==> src/rtl/video_stream_gen_if.sv <==
// Pixel bus between the stream generator and its sink / external pixel source.
interface video_stream_gen_if #(
  parameter int DATA_W = 8,
  parameter int ROW_W  = 9,
  parameter int COL_W  = 10
);
  logic                   pix_req;
  logic [DATA_W-1:0]      pix_in;
  logic                   video_frame_valid;
  logic                   video_line_valid;
  logic                   video_data_valid;
  logic [DATA_W-1:0]      video_data_out;
  logic [ROW_W+COL_W:0]   video_address;

  modport master (
    output pix_req, video_frame_valid, video_line_valid, video_data_valid,
           video_data_out, video_address,
    input  pix_in
  );

  modport slave (
    input  pix_req, video_frame_valid, video_line_valid, video_data_valid,
           video_data_out, video_address,
    output pix_in
  );
endinterface

==> src/rtl/video_stream_gen.sv <==
// Raster video timing generator: fields of lines of pixels with a selectable
// test pattern or an externally fetched pixel stream.
module video_stream_gen #(
  parameter int H_ACTIVE  = 702,
  parameter int V_LINES   = 288,
  parameter int FIELDS    = 2,
  parameter int DATA_W    = 8,
  parameter int PIX_DIV   = 8,
  parameter int PIX_PHASE = 2,
  parameter int H_PRE     = 1500,
  parameter int H_POST    = 1884,
  parameter int V_GAP     = 100000,
  parameter int ROW_W     = 9,
  parameter int COL_W     = 10,
  parameter int NF_W      = 8
) (
  input  logic              clk,
  input  logic              rst_n,
  input  logic              start,
  input  logic              stop,
  input  logic [NF_W-1:0]   nframes,
  input  logic [1:0]        mode,
  video_stream_gen_if.master vid,
  output logic              busy,
  output logic              done
);

  localparam int T_ACT  = H_ACTIVE * PIX_DIV;
  localparam int TMAX_A = (H_PRE > H_POST) ? H_PRE : H_POST;
  localparam int TMAX_B = (V_GAP > T_ACT) ? V_GAP : T_ACT;
  localparam int TMAX   = (TMAX_A > TMAX_B) ? TMAX_A : TMAX_B;
  localparam int TW     = $clog2(TMAX + 1);
  localparam int PW     = $clog2(PIX_DIV);
  localparam int FW     = (FIELDS > 1) ? $clog2(FIELDS) : 1;

  localparam logic [TW-1:0]    T_PRE_END  = TW'(H_PRE - 1);
  localparam logic [TW-1:0]    T_ACT_END  = TW'(T_ACT - 1);
  localparam logic [TW-1:0]    T_POST_END = TW'(H_POST - 1);
  localparam logic [TW-1:0]    T_GAP_END  = TW'(V_GAP - 1);
  localparam logic [PW-1:0]    PH_LAST    = PW'(PIX_DIV - 1);
  localparam logic [PW-1:0]    PH_VALID   = PW'(PIX_PHASE);
  localparam logic [PW-1:0]    PH_ONE     = PW'(1);
  localparam logic [ROW_W-1:0] ROW_LAST   = ROW_W'(V_LINES - 1);
  localparam logic [FW-1:0]    FLD_LAST   = FW'(FIELDS - 1);

  typedef enum logic [2:0] {S_IDLE, S_H_PRE, S_H_ACT, S_H_POST, S_V_GAP} state_t;
  typedef struct packed {
    logic [NF_W-1:0] nframes;
    logic [1:0]      mode;
  } cfg_t;

  state_t           state, state_nx;
  cfg_t             cfg, cfg_nx;
  logic [TW-1:0]    tmr, tmr_nx;
  logic [PW-1:0]    phase, phase_nx;
  logic [COL_W-1:0] col, col_nx;
  logic [ROW_W-1:0] row, row_nx;
  logic [FW-1:0]    field, field_nx;
  logic [NF_W-1:0]  frame, frame_nx;
  logic             done_nx, stop_pend, fbit_nx, pix_edge;

  function automatic logic [DATA_W-1:0] pattern(input logic [1:0] m,
                                                input logic [COL_W-1:0] c,
                                                input logic [ROW_W-1:0] r);
    case (m)
      2'b01:   return DATA_W'(c);
      2'b10:   return DATA_W'(r);
      2'b11:   return {DATA_W{c[3] ^ r[3]}};
      default: return '0;
    endcase
  endfunction

  always_comb begin
    state_nx = state;
    cfg_nx   = cfg;
    tmr_nx   = tmr;
    phase_nx = phase;
    col_nx   = col;
    row_nx   = row;
    field_nx = field;
    frame_nx = frame;
    done_nx  = 1'b0;
    case (state)
      S_IDLE: if (start) begin
        state_nx = S_H_PRE;
        cfg_nx   = '{nframes: nframes, mode: mode};
        tmr_nx   = '0;
        phase_nx = '0;
        col_nx   = '0;
        row_nx   = '0;
        field_nx = '0;
        frame_nx = '0;
      end
      S_H_PRE: if (tmr == T_PRE_END) begin
        state_nx = S_H_ACT;
        tmr_nx   = '0;
        phase_nx = '0;
        col_nx   = '0;
      end else tmr_nx = tmr + 1'b1;
      S_H_ACT: begin
        tmr_nx   = tmr + 1'b1;
        phase_nx = (phase == PH_LAST) ? '0 : phase + 1'b1;
        if (phase == PH_LAST) col_nx = col + 1'b1;
        if (tmr == T_ACT_END) begin
          state_nx = S_H_POST;
          tmr_nx   = '0;
          col_nx   = '0;
        end
      end
      S_H_POST: if (tmr == T_POST_END) begin
        tmr_nx = '0;
        if (row == ROW_LAST) begin
          row_nx   = '0;
          state_nx = S_V_GAP;
        end else begin
          row_nx   = row + 1'b1;
          state_nx = S_H_PRE;
        end
      end else tmr_nx = tmr + 1'b1;
      S_V_GAP: if (tmr == T_GAP_END) begin
        tmr_nx   = '0;
        state_nx = S_H_PRE;
        // stop and the frame budget only take effect on a whole-frame boundary
        if (field == FLD_LAST) begin
          field_nx = '0;
          frame_nx = frame + 1'b1;
          if ((cfg.nframes != '0 && frame_nx == cfg.nframes) || stop_pend) begin
            state_nx = S_IDLE;
            done_nx  = 1'b1;
          end
        end else field_nx = field + 1'b1;
      end else tmr_nx = tmr + 1'b1;
      default: state_nx = S_IDLE;
    endcase
  end

  assign fbit_nx  = (FIELDS > 1) ? field_nx[0] : 1'b0;
  assign pix_edge = (state_nx == S_H_ACT);

  // Outputs are registered from next-state values so they line up with the state.
  always_ff @(posedge clk or negedge rst_n) begin
    if (!rst_n) begin
      state     <= S_IDLE;
      cfg       <= '0;
      tmr       <= '0;
      phase     <= '0;
      col       <= '0;
      row       <= '0;
      field     <= '0;
      frame     <= '0;
      stop_pend <= 1'b0;
      busy      <= 1'b0;
      done      <= 1'b0;
      vid.pix_req           <= 1'b0;
      vid.video_frame_valid <= 1'b0;
      vid.video_line_valid  <= 1'b0;
      vid.video_data_valid  <= 1'b0;
      vid.video_data_out    <= '0;
      vid.video_address     <= '0;
    end else begin
      state <= state_nx;
      cfg   <= cfg_nx;
      tmr   <= tmr_nx;
      phase <= phase_nx;
      col   <= col_nx;
      row   <= row_nx;
      field <= field_nx;
      frame <= frame_nx;
      if (state_nx == S_IDLE)             stop_pend <= 1'b0;
      else if (stop && state != S_IDLE)   stop_pend <= 1'b1;
      busy <= (state_nx != S_IDLE);
      done <= done_nx;
      vid.video_frame_valid <= (state_nx == S_H_PRE) || (state_nx == S_H_ACT) ||
                               (state_nx == S_H_POST);
      vid.video_line_valid  <= pix_edge;
      vid.video_data_valid  <= pix_edge && (phase_nx == PH_VALID);
      vid.pix_req           <= pix_edge && (phase_nx == '0) && (cfg_nx.mode == 2'b00);
      if (pix_edge && phase_nx == '0)
        vid.video_address <= {row_nx, fbit_nx, col_nx};
      if (pix_edge && phase_nx == PH_ONE && cfg_nx.mode != 2'b00)
        vid.video_data_out <= pattern(cfg_nx.mode, col_nx, row_nx);
      // external pixel arrives the clock after pix_req, i.e. during phase 1
      if (state == S_H_ACT && phase == PH_ONE && cfg.mode == 2'b00)
        vid.video_data_out <= vid.pix_in;
    end
  end

endmodule

==> src/flat_wrapper.sv <==
// flat-port wrapper written by rule: the top's interface ports become plain ports
module video_stream_gen_flat 
#(
  parameter int H_ACTIVE  = 702,
  parameter int V_LINES   = 288,
  parameter int FIELDS    = 2,
  parameter int DATA_W    = 8,
  parameter int PIX_DIV   = 8,
  parameter int PIX_PHASE = 2,
  parameter int H_PRE     = 1500,
  parameter int H_POST    = 1884,
  parameter int V_GAP     = 100000,
  parameter int ROW_W     = 9,
  parameter int COL_W     = 10,
  parameter int NF_W      = 8
)
  (clk, rst_n, start, stop, nframes, mode, busy, done, vid_pix_req, vid_video_frame_valid, vid_video_line_valid, vid_video_data_valid, vid_video_data_out, vid_video_address, vid_pix_in);
  video_stream_gen_if #(.DATA_W(DATA_W), .ROW_W(ROW_W), .COL_W(COL_W)) vid_i ();
  input  logic clk;
  input  logic rst_n;
  input  logic start;
  input  logic stop;
  input  logic [NF_W-1:0] nframes;
  input  logic [1:0] mode;
  output logic busy;
  output logic done;
  output wire logic [$bits(vid_i.pix_req)-1:0] vid_pix_req;
  output wire logic [$bits(vid_i.video_frame_valid)-1:0] vid_video_frame_valid;
  output wire logic [$bits(vid_i.video_line_valid)-1:0] vid_video_line_valid;
  output wire logic [$bits(vid_i.video_data_valid)-1:0] vid_video_data_valid;
  output wire logic [$bits(vid_i.video_data_out)-1:0] vid_video_data_out;
  output wire logic [$bits(vid_i.video_address)-1:0] vid_video_address;
  input wire logic [$bits(vid_i.pix_in)-1:0] vid_pix_in;
  assign vid_pix_req = vid_i.pix_req;
  assign vid_video_frame_valid = vid_i.video_frame_valid;
  assign vid_video_line_valid = vid_i.video_line_valid;
  assign vid_video_data_valid = vid_i.video_data_valid;
  assign vid_video_data_out = vid_i.video_data_out;
  assign vid_video_address = vid_i.video_address;
  assign vid_i.pix_in = vid_pix_in;
  video_stream_gen #(.H_ACTIVE(H_ACTIVE), .V_LINES(V_LINES), .FIELDS(FIELDS), .DATA_W(DATA_W), .PIX_DIV(PIX_DIV), .PIX_PHASE(PIX_PHASE), .H_PRE(H_PRE), .H_POST(H_POST), .V_GAP(V_GAP), .ROW_W(ROW_W), .COL_W(COL_W), .NF_W(NF_W)) u_core (.clk(clk), .rst_n(rst_n), .start(start), .stop(stop), .nframes(nframes), .mode(mode), .vid(vid_i), .busy(busy), .done(done));
endmodule
==> config.mk <==
export PLATFORM = sky130hd
export DESIGN_NAME = video_stream_gen_flat
export DESIGN_NICKNAME = d
export VERILOG_FILES = /design/src/rtl/video_stream_gen_if.sv /design/src/rtl/video_stream_gen.sv /design/src/flat_wrapper.sv
export SDC_FILE = /design/constraint.sdc
export NUM_CORES = 1
export LEC_CHECK = 0
export ABC_AREA = 1
export CAP_MARGIN = 30
export CORE_MARGIN = 3
export CORE_UTILIZATION = 55
export CTS_BUF_LIST = sky130_fd_sc_hd__clkbuf_4
export CTS_CLUSTER_DIAMETER = 120
export DETAILED_ROUTE_END_ITERATION = 7
export DONT_BUFFER_PORTS = 1
export GPL_TIMING_DRIVEN = 0
export PLACE_DENSITY = 0.7
export RECOVER_POWER = 25
export SLEW_MARGIN = 20
export SYNTH_ARGS = -nofsm -noshare
export SYNTH_HDL_FRONTEND = slang
export SYNTH_SLANG_ARGS = --single-unit
==> constraint.sdc <==
create_clock -name clk -period 2.53 [get_ports clk]
set_input_delay 0.506 -clock clk [delete_from_list [all_inputs] [get_ports clk]]
set_output_delay 0.506 -clock clk [all_outputs]
set_load 0.02 [all_outputs]
== After elaboration in Yosys (flattened, before gate mapping) ==
Cells that the tools add are included.

* Reduce and logical (&&, ||, !) cells: 28
* Multiplexer cells: 47
* Bitwise logic cells: 1
* $add $sub $neg: 6
* Eq/ne operators: 23

{| class="wikitable"
|+ Operators with widths
! cell !! count
|-
| 17-bit 2-to-1 mux || 5
|-
| 17-bit one-hot mux with 5 select lines || 1
|-
| 10-bit 2-to-1 mux || 4
|-
| 8-bit 2-to-1 mux || 5
|-
| 17-bit by 11-bit == test with 1-bit output, second input constant || 2
|-
| 3-bit 2-to-1 mux || 10
|-
| 10-bit one-hot mux with 3 select lines || 1
|-
| 9-bit 2-to-1 mux || 3
|-
| 8-bit one-hot mux with 3 select lines || 1
|-
| 9-bit one-hot mux with 2 select lines || 1
|-
| 17-bit by 1-bit adder with 17-bit output, second input constant || 1
|-
| 17-bit by 13-bit == test with 1-bit output, second input constant || 1
|-
| 17-bit == test, second input constant || 1
|-
| 8-bit one-hot mux with 2 select lines || 1
|-
| 3-bit by 2-bit == test with 1-bit output, second input constant || 5
|-
| 3-bit one-hot mux with 5 select lines || 1
|-
| 3-bit by 1-bit == test with 1-bit output, second input constant || 4
|-
| 10-bit by 1-bit adder with 10-bit output, second input constant || 1
|-
| 1-bit 2-to-1 mux || 10
|-
| 9-bit by 1-bit adder with 9-bit output, second input constant || 1
|-
| 9-bit == test, second input constant || 1
|-
| 1-bit logical AND || 9
|-
| 3-bit zero test || 3
|-
| 3-bit one-hot mux with 3 select lines || 1
|-
| 20 further kinds || 32
|}

* Output and inout bits: 34
* Register bits after elaboration: 96
* Bits of input ports: 22

== Longest topological paths before layout ==
* Depth after elaboration: 13
* Mapped depth: 17

== Least setup slack after synthesis ==
No wires, ideal clock.

* Path kind: register -> register
* Start point: register u_core.tmr[1]
* End point: register u_core.vid.video_address[6] (netlist name)
* Slack: 0.428 ns
* Library setup time: 0.118 ns
* Cell stages (with the launch flop): 13
* Arrival: 1.984 ns
* Path buffers: 1
* Cell sequence: dfrtp_1 -> ha_1 -> nand3_1 -> nor2_2 -> nand3_1 -> nand2_2 -> o21ai_2 -> nor3_4 -> a21boi_4 -> nand3_2 -> buf_6 -> nand2_1 -> nand2_1

* Cells in the longest elaborated chain, start to end: 5

{| class="wikitable"
|+ RTL lines
! item !! RTL line !! source
|-
| start, declared || video_stream_gen.sv:54 || <nowiki>logic [TW-1:0] tmr, tmr_nx;</nowiki>
|-
| start signal, assigned || video_stream_gen.sv:163 || <nowiki>tmr <= tmr_nx;</nowiki>
|-
| 17-bit == test (tied with other cells) || video_stream_gen.sv:120 || <nowiki>S_V_GAP: if (tmr == T_GAP_END) begin</nowiki>
|-
| 3-bit 2-to-1 mux, on equally long branches || n/a ||
|-
| 3-bit one-hot mux with 5 select lines / 3-bit one-hot mux with 3 select lines (equally long branches) || video_stream_gen.sv:83 || <nowiki>case (state)</nowiki>
|-
| 3-bit by 2-bit == test with 1-bit output / 3-bit zero test (equally long branches) || video_stream_gen.sv:138, video_stream_gen.sv:178 ||
|-
| 1-bit logical AND || video_stream_gen.sv:178 || <nowiki>if (pix_edge && phase_nx == '0)</nowiki>
|-
| end signal, assigned || video_stream_gen.sv:179 || <nowiki>vid.video_address <= {row_nx, fbit_nx, col_nx};</nowiki>
|-
| end, declared || video_stream_gen_if.sv:17 || <nowiki>video_data_out, video_address,</nowiki>
|}

Parallel ways exist; a longest one is shown, timed or not.
A chain may end at the register's enable or synchronous reset.

== Worst setup path in the final report ==
* Start point: register u_core.frame[0]
* End point: register u_core.vid.video_address[17] (netlist name)

* Cells in the longest elaborated chain, start to end: 10

{| class="wikitable"
|+ RTL lines
! item !! RTL line !! source
|-
| start, declared || video_stream_gen.sv:59 || <nowiki>logic [NF_W-1:0] frame, frame_nx;</nowiki>
|-
| start signal, assigned || video_stream_gen.sv:168 || <nowiki>frame <= frame_nx;</nowiki>
|-
| 8-bit by 1-bit adder with 8-bit output || video_stream_gen.sv:126 || <nowiki>frame_nx = frame + 1'b1;</nowiki>
|-
| 8-bit == test || video_stream_gen.sv:127 || <nowiki>if ((cfg.nframes != '0 && frame_nx == cfg.nframes) || stop_pend) begin</nowiki>
|-
| 1-bit logical AND || video_stream_gen.sv:127 ||
|-
| 1-bit logical OR || video_stream_gen.sv:127 ||
|-
| 1-bit 2-to-1 mux || video_stream_gen.sv:127 ||
|-
| 3-bit 2-to-1 mux || video_stream_gen.sv:124 || <nowiki>if (field == FLD_LAST) begin</nowiki>
|-
| 3-bit 2-to-1 mux || video_stream_gen.sv:120 ||
|-
| 3-bit one-hot mux with 5 select lines || video_stream_gen.sv:83 ||
|-
| 3-bit by 2-bit == test with 1-bit output || video_stream_gen.sv:138 || <nowiki>assign pix_edge = (state_nx == S_H_ACT);</nowiki>
|-
| 1-bit logical AND || video_stream_gen.sv:178 ||
|}

Every way passes these cells.

==> results by group <==
Run status
  • Status: complete, but fails checks
  • Failing checks: hold timing

Finish
  • Antenna Cells: 0
  • Multi-input logic area: 0.00270 mm^2
  • Final Util: 63.7%
  • Area Overhead vs Synth: 11.3%
  • # nets final: 774
  • Layout cells sized above 1: 14.1%
  • Storage cell area: 0.00241 mm^2
  • Fill cells: 855

STA
  • Setup TNS: 0 ps
  • Measured slew at the worst slew-check pin: 941 ps
  • Worst setup margin: 110 ps
  • Fin crit share: 95.7%
  • Fin crit period: 2420 ps
  • Fmax: 413 MHz
  • Setup Viol. Count Final: 0
  • Worst clock skew: 21.1 ps
  • Worst hold slack: -296 ps
  • Max-slew headroom: 36.9%
  • RSZ-0062 raised after global routing: true
  • Final count of hold timing violations: 96
  • Slew Viols, Final: 0

Logic synthesis
  • Leading area contributor after synthesis: dfrtp_1
  • Dominant cell by count in the synthesized netlist: nand2_1
  • Number of synthesized flops with an enable pin: 0
  • Top cells by count, synth: nand2_1, dfrtp_1, inv_1
  • Mapped Nets: 744
  • Synth Cell Area: 0.00536 mm^2
  • Share of the synthesized area in the top cell type: 44.8%
  • Area contributors post-synth: dfrtp_1, nand2_1, nand3_1
  • Yosys cell types: 46
  • Syn Inst Count: 715
  • Main synth FF type: dfrtp_1
  • Register area share after synthesis: 44.8%
  • FF+latch count, synth: 96
  • Synth async-reset ratio: 100%
  • Syn Area/Cell: 7.50 um^2
  • YS warnings: 0

Power
  • Pwr Total: 3.35 mW
  • Max IR drop VDD: 301 uV
  • Leak: 2.87 nW
  • Pwr dens: 561 mW/mm^2

Floorplan
  • Top-Level Pins: 56
  • Site Rows: 35
  • Die Area: 0.0110 mm^2
  • Starting Density: 57.2%
  • Die width: 105 um
  • CORE AREA: 0.00937 mm^2
  • DIE HEIGHT: 105 um

Routing
  • DR pass1 iterations: 4
  • DRT iter0 DRCs: 271
  • Routed vias: 4,945
  • Antenna-violating nets left: 0
  • Average wire per standard cell: 15.7 um
  • Via density: 5.63
  • Residual DRC: 0
  • Overall routed net length: 13,800 um

Global route
  • First-pass GRT wire length: 22,100 um
  • Initial antenna violation count: 0
  • GRT Util Overall: 24.9%
  • Congestion Overflow GR: 0
  • Vias in the first global route: 4,562
  • Largest net degree at the start of global routing: 97

CTS
  • Clk sinks: 96
  • Worst skew pair latency: 470 ps
  • CTS tree: yes
  • CTS root buf: clkbuf_4
  • Number of CTS-inserted buffers: 9
  • Clk slew on worst S/H paths: 160 ps
  • Max clock buf depth: 2
  • CTS HTree Levels: 3

Setup path
  • Crit path required time: 2900 ps
  • Crit-path max FO: 6
  • CP endpoint kind: flop
  • Critical Path AT: 2790 ps
  • Reg2Reg Depth: 17
  • WS Path Type: flop to flop
  • CP Launch Type: flop

Placed design
  • PortBufs: 0
  • DPL Wire Length: 9790 um
  • RD Place Congestion: 0.871
  • Post-place setup slack: -15.6 ps

Run
  • Max-cap violations: 0

Min path
  • Hold crit path type: input port to async pin
## cells in the final DEF, fill, tap and decap left out, types with 2 or more instances in the layout
master      count
a21oi_1        15
a31oi_1         3
and2_1          2
buf_4          21
buf_6           2
clkbuf_1        4
clkbuf_4       10
clkinvlp_4      3
dfrtp_1        89
dfrtp_2         7
ha_1            5
ha_4            2
inv_1          75
inv_2          10
inv_6           2
nand2_1       210
nand2_2        10
nand2_4         4
nand3_1        58
nand3_2         3
nand3b_1       10
nand4_1        31
nor2_1         60
nor2_2          9
nor2_4          3
nor3_1         18
o211ai_1        6
o21ai_0        26
o21ai_1         2
o21ai_2         4
o21bai_1        3
o22ai_1         8
or2_2           2
xnor2_1         2
xor2_1          7
## flip-flops by register name (all words and copies together), names as in the netlist
signal / flops
u_core.busy: 1
u_core.state: 3
u_core.vid.pix_req: 1
u_core.field: 1
u_core.cfg: 10
u_core.vid.video_address: 20
u_core.done: 1
u_core.col: 10
u_core.vid.video_data_valid: 1
u_core.tmr: 17
u_core.row: 9
u_core.phase: 3
u_core.frame: 8
u_core.vid.video_line_valid: 1
u_core.stop_pend: 1
u_core.vid.video_data_out: 8
u_core.vid.video_frame_valid: 1
## per-layer routing
layer | track usage (%) | share of wire (%) | vias up
met3 | 5.25 | 6.3 | 31
met2 | 38.3 | 46 | 148
met5 | 0 | 0 | -
li1 | - | - | 2418
met4 | 8.15 | 2.5 | 0
met1 | 35.2 | 45 | 2348
## critical path, cell delays in order (launching register included)
cell       delay (ps)
dfrtp_2           480
ha_4              290
inv_2              30
nand2_1            40
nand2_1            40
nor2_1             90
nand2_1            70
nor2_2            110
nand3_1            80
nor2_1            100
nand2_1            70
nand2_1            70
nand2_2            80
a21boi_4          280
nand3_4           160
clkbuf_16         220
nand2_4            50
nand2_2            50
## cell families (layout without fill, tap and decap cells)
| group | after synthesis | count (layout) | share of synthesized area (%) |
|---|---|---|---|
| AO/OA/AOI/OAI | 75 | 75 | 8.66 |
| XOR/XNOR | 9 | 9 | 1.47 |
| AND/OR/NAND/NOR | 430 | 430 | 36.1 |
| buffers and inverters | 98 | 133 | 7.28 |
| flip-flops | 96 | 96 | 44.8 |
| adder cells (fa/ha/maj) | 7 | 7 | 1.63 |
## power by group
group / switching (mW) / leakage, nW / internal [mW]
Combinational: 0.454 / 1.54 / 0.287
Sequential: 0.136 / 1.28 / 1.68
Clock: 0.581 / 0.0585 / 0.212
Total: 1.17 / 2.87 / 2.18
## area by class of cell
class                   instances  area share [%]
multi-input cells             521            45.2
flip-flops and latches         96            40.4
inverters                      86            5.45
repair buffers                 20            2.87
well taps                     129            2.70
plain buffers                  11            1.28
clock buffers                   9            1.13
clock inverters                 7           0.922
## final timing paths
kind	startpoint	end	slack, ps
worst max-delay path	u_core.frame[0]	u_core.vid.video_address[17]	110
worst min-delay path	rst_n	u_core.cfg[8]	-300
worst max register to register	u_core.frame[0]	u_core.vid.video_address[17]	110
worst min register to register	u_core.stop_pend	u_core.stop_pend	560
max in group asynchronous	rst_n	u_core.tmr[5]	2660
min in group clk	nframes[3]	u_core.cfg[5]	150
## stage by stage
stage	instances	instance area, um^2
after floorplan	715	5360
after global placement	844	5520
after detailed placement	844	5520
after CTS	861	5670
after global routing	879	5970
final	879	5970
## timing repair
action	in CTS	in global routing
gates cloned	0	2
endpoints found under the setup margin	28	48
setup buffers	1	17
gates resized for setup	7	44
pin swaps	0	14
hold endpoints to repair	96	96
Note: power is estimated with default switching activity, not from simulation.
